## config.mk

```make
export PLATFORM = sky130hd
export DESIGN_NAME = multi_write_fifo
export DESIGN_NICKNAME = d
export VERILOG_FILES = /design/src/rtl/multi_write_fifo.sv
export SDC_FILE = /design/constraint.sdc
export NUM_CORES = 1
export LEC_CHECK = 0
export BUFFER_PORTS_ARGS = -buffer_cell sky130_fd_sc_hd__buf_2
export CAP_MARGIN = 25
export CORE_UTILIZATION = 35
export CTS_BUF_LIST = sky130_fd_sc_hd__clkbuf_4 sky130_fd_sc_hd__clkbuf_8
export DETAILED_ROUTE_END_ITERATION = 12
export PLACE_DENSITY = 0.47
export SETUP_SLACK_MARGIN = 0.5
export SLEW_MARGIN = 10
export SYNTH_ARGS = -nofsm -noshare
export SYNTH_HDL_FRONTEND = slang
export SYNTH_SLANG_ARGS = --single-unit
```

## constraint.sdc

```tcl
create_clock -name clk -period 5 [get_ports clk]
set_input_delay 0.25 -clock clk [delete_from_list [all_inputs] [get_ports clk]]
set_output_delay 0.25 -clock clk [all_outputs]
set_load 0.02 [all_outputs]
```

## src/rtl/multi_write_fifo.sv

```systemverilog
`default_nettype none
// ============================================================================
//  Module   : multi_write_fifo
//  Purpose  : Result FIFO merging NUM_ENGINES write ports (lowest index first)
//             into one show-ahead read stream, with sticky error flags.
//  Revision : 1.0 - initial release
// ============================================================================
module multi_write_fifo #(
    parameter int DATA_WIDTH  = 21,
    parameter int DEPTH       = 16,
    parameter int NUM_ENGINES = 4
) (
    input  logic                              clk,
    input  logic                              reset,
    input  logic [NUM_ENGINES*DATA_WIDTH-1:0] data_in,
    input  logic [NUM_ENGINES-1:0]            write_en,
    output logic [NUM_ENGINES-1:0]            write_ready,
    input  logic                              read_en,
    output logic [DATA_WIDTH-1:0]             data_out,
    output logic                              empty,
    output logic                              full,
    output logic                              almost_full,
    output logic [$clog2(DEPTH+1)-1:0]        count,
    output logic                              overflow,
    output logic                              underflow
);

    localparam int ADDR_W = (DEPTH > 1) ? $clog2(DEPTH) : 1;
    localparam int CNT_W  = $clog2(DEPTH + 1);
    localparam logic [CNT_W-1:0] DEPTH_C   = CNT_W'(DEPTH);
    localparam logic [CNT_W-1:0] AF_THRESH = CNT_W'(DEPTH - NUM_ENGINES);

    logic [DATA_WIDTH-1:0] mem [DEPTH];
    logic [ADDR_W-1:0]     write_ptr;
    logic [ADDR_W-1:0]     read_ptr;
    logic [CNT_W-1:0]      free;
    logic [CNT_W-1:0]      requested;
    logic [CNT_W-1:0]      accepted;
    logic [CNT_W-1:0]      ahead [NUM_ENGINES];
    logic [NUM_ENGINES-1:0] accept;
    logic [NUM_ENGINES-1:0] refused;
    logic                  do_read;

    // Readiness counts lower-index *requests*, so an accepted engine always
    // has every lower requester accepted too; its slot offset is ahead[i].
    always_comb begin
        free      = DEPTH_C - count;
        requested = '0;
        accepted  = '0;
        for (int i = 0; i < NUM_ENGINES; i++) begin
            ahead[i]       = requested;
            write_ready[i] = (free > requested);
            accept[i]      = write_en[i] && write_ready[i];
            refused[i]     = write_en[i] && !write_ready[i];
            if (write_en[i]) begin
                requested = requested + CNT_W'(1);
            end
            if (accept[i]) begin
                accepted = accepted + CNT_W'(1);
            end
        end
    end

    assign do_read     = read_en && !empty;
    assign data_out    = mem[read_ptr];
    assign empty       = (count == '0);
    assign full        = (count == DEPTH_C);
    assign almost_full = (count > AF_THRESH);

    always_ff @(posedge clk) begin
        if (!reset) begin
            for (int i = 0; i < NUM_ENGINES; i++) begin
                if (accept[i]) begin
                    mem[write_ptr + ADDR_W'(ahead[i])] <= data_in[i*DATA_WIDTH +: DATA_WIDTH];
                end
            end
        end
    end

    always_ff @(posedge clk) begin
        if (reset) begin
            write_ptr <= '0;
            read_ptr  <= '0;
            count     <= '0;
            overflow  <= 1'b0;
            underflow <= 1'b0;
        end else begin
            write_ptr <= write_ptr + ADDR_W'(accepted);
            if (do_read) begin
                read_ptr <= read_ptr + ADDR_W'(1);
            end
            count     <= count + accepted - CNT_W'(do_read);
            overflow  <= overflow | (|refused);
            underflow <= underflow | (read_en && empty);
        end
    end

endmodule
`default_nettype wire

```

==> reports/summary.txt <==
Synth Warn # - 0
Clock sinks - 355
Area leader, netlist - edfxtp_1
Initial antenna violation count - 25
Area growth from synthesis to layout - 12.9%
Number of global-route vias before repair - 25800
Post-layout util - 0.400
Htree depth - 3
Number of flops mapped to enable cells by yosys - 336
Yosys top cell area share - 0.390
Post-DR wirelength/cell - 40.8 µm
Worst R2R Start - count[1]
Count of cell types in the netlist - 61
Largest stage delay, worst path - 390 ps
Leak - 8.78 nW
Hold endpoint - underflow
Syn_area_per_cell - 9.86 µm²
Total of max-cap violations - 0
Nets - 2714
Post-Syn Nets - 2749
CTS Root Cell - clkbuf_8
Placed instance area - 0.0275 mm²
GRT Total Usage - 0.389
Hold path depth - 2
Syn Std Cell Area - 0.0258 mm²
Gate Count Post-Synth - 2622
CTS Buf Count - 72
Arrival time worst endpoint - 4830 ps
Crit. End Element - register
Ys flop type - edfxtp_1
Starting Density - 0.354
Setup TNS - 0 ps
Final Skew - 37.4 ps
Core area - 0.0730 mm²
Slew margin rel. - 0.262
Async SR Flop Fraction - 0
Max Freq - 234 MHz
Buffers on Ports - 125
CTS max path bufs - 3
Reg clk slew, reported paths - 60 ps
Die H - 274 µm
Reg2Reg Depth - 22
Final Max Slew Viols - 0
Seq/Total Area, Yosys - 0.405
Critical path class - reg -> reg
# rows - 99
Routed WL - 148 mm
Final hold vios - 0
Synth top area cells - edfxtp_1, o2bb2ai_1, a211oi_1, mux4_2, nor3_1
Share of layout cells above drive strength 1 - 0.214
Worst VDD drop - 0.298 mV
CTS tree - done
RSZ-0062 raised after global routing - false
Remaining DRCs - 0
Avg Vias per Cell - 7.33
Flops & latches, synth - 355
CP max FO - 8
Data required time at the worst endpoint - 5550 ps
Count of antenna-violating nets left after detailed routing - 0
Tcrit/Tclk final - 0.856
Routed vias - 26600
Status - complete, no violations
Total grt overflow - 0
CP startpoint kind - register
Io pins - 126
Largest net degree at the start of global routing - 99
Design Area, Final - 0.0292 mm²
Die width - 274 µm
Hpwl dp - 91.0 mm
Setup slack, reg-to-reg - 720 ps
Critical R2R Capture - count[4]
HP Start - reset
Cell breakdown of the critical path - inv_1, ha_4, and3_1, ha_4, nand2_1, nor3_4, a32o_4, inv_4, nand2_1, ha_1, inv_1, xnor2_2, inv_1, ha_1, mux2i_1, ha_1, inv_1, fa_1, a21o_1, a21oi_1, xnor2_1, nor2_1
Iteration-0 DRC Markers - 4624
Most common cell type on the critical path - inv_1
PwrDens - 507 mW/mm²
DR pass1 iterations - 8
Min cycle time layout - 4280 ps
Worst path slowest cell - fa_1
Die outline area - 0.0749 mm²
Final setup violation count - 0
Skew-Pair Late Insertion Delay - 720 ps
Worst slew pin tran - 1110 ps
Placer Congestion - 0.972
Global-route wire length before repair - 203 mm
Worst Hold Class - in -> reg
-- cells by family (layout without fill, tap and decap cells) --
| logic type | Yosys count | after routing | synth area share |
|---|---|---|---|
| AOI/OAI and AO/OA | 1066 | 1067 | 0.292 |
| and+or+nand+nor | 619 | 619 | 0.117 |
| buffers and inverters | 410 | 429 | 0.0657 |
| DFF | 355 | 355 | 0.405 |
| muxes | 113 | 113 | 0.0947 |
| adders and majority gates | 36 | 36 | 0.0186 |
| xor gates and xnor gates | 22 | 22 | 0.00746 |
| other | 1 | 21 | 0.000145 |
-- synth_stat cells (all sizes together), types with 8 or more instances --
cell     number
a211oi      337
nor2         45
buf         142
o21ai       341
nor3        353
or3          24
xor2         10
nand2b        8
a21oi        27
clkbuf      241
nor2b         8
mux4        105
nand3        35
edfxtp      336
o2bb2ai     336
and2          8
ha           32
dfxtp        19
inv          27
nand2       122
xnor2        12
-- registers in the layout, indices dropped and copies added, names as in the netlist, named ones only --
| signal | flops |
|---|---|
| count | 5 |
| read_ptr | 4 |
| write_ptr | 4 |
| underflow | 1 |
| overflow | 1 |
| mem | 336 |
-- power by group --
part | internal (mW) | switching (mW)
Sequential | 4.04 | 0.265
Clock | 1.70 | 1.49
Combinational | 2.29 | 5.03
-- per-stage QoR --
step	hold slack [ps]	setup WS [ps]	total power [mW]	instances
after floorplan	391	539	8.53	2622
after detailed placement	464	504	11.3	3462
after global routing	74.7	533	15.2	3618
final	52.8	720	14.8	3621
after global placement	451	514	11.2	3460
after CTS	39.1	515	14.5	3597
-- how the worst max path moves through the flow --
stage | start | end | slack (ps) | cells after the start
5_1_grt | count[1] | count[4] | 530 | 22
3_5_place_dp | count[0] | count[4] | 500 | 22
4_1_cts | count[0] | count[4] | 510 | 22
6_report | count[1] | count[4] | 720 | 22
3_3_place_gp | count[0] | count[4] | 510 | 22
2_1_floorplan | count[0] | count[4] | 540 | 26
-- worst max-delay path: cells and delay by family, from the launching register on --
kind / cells / cell delay, ps
buffers and inverters: 5 / 380
multiplexers: 1 / 100
flip-flops: 1 / 380
AO/OA/AOI/OAI: 3 / 600
adder cells (fa/ha/maj): 6 / 1750
XOR/XNOR: 2 / 300
AND/OR/NAND/NOR: 5 / 630
-- layer usage --
metal	wire length [µm]	global-route usage
met1	52300	0.469
met2	61600	0.554
met3	21000	0.153
met4	12600	0.298
met5	58	0
-- area by class of cell --
| class | instances | area, µm² |
|---|---|---|
| inverters | 27 | 104 |
| flip-flops and latches | 355 | 10500 |
| fillers | 7089 | 43800 |
| well taps | 959 | 1200 |
| multi-input cells | 1858 | 14000 |
| clock buffers | 97 | 1190 |
| clock inverters | 32 | 241 |
| diodes | 20 | 50.0 |
| repair buffers | 273 | 1950 |
-- what timing repair did --
action,CTS,global route
gates cloned,1,0
resized for setup,2,6
endpoints found under the hold margin,2,0
pin swaps,2,1
hold buffers,3,0
endpoints found under the setup margin,1,44
buffers inserted,2,1
-- cell usage in the layout (no fill, tap or decap), types with 9 or more instances in the layout --
master / count
a21oi_1: 24
dfxtp_1: 11
o21ai_1: 9
o21ai_0: 332
nand3_1: 19
o2bb2ai_1: 336
nand3_2: 16
nor3_1: 342
clkinv_1: 15
or3_1: 24
buf_2: 125
edfxtp_1: 336
buf_4: 129
clkbuf_8: 74
buf_12: 12
clkbuf_4: 23
nor2_2: 18
nand2_1: 121
inv_1: 24
a211oi_1: 337
nor2_1: 26
diode_2: 20
mux4_2: 105
xor2_1: 10
xnor2_1: 11
ha_1: 30
Note: power is estimated with default switching activity, not from simulation.
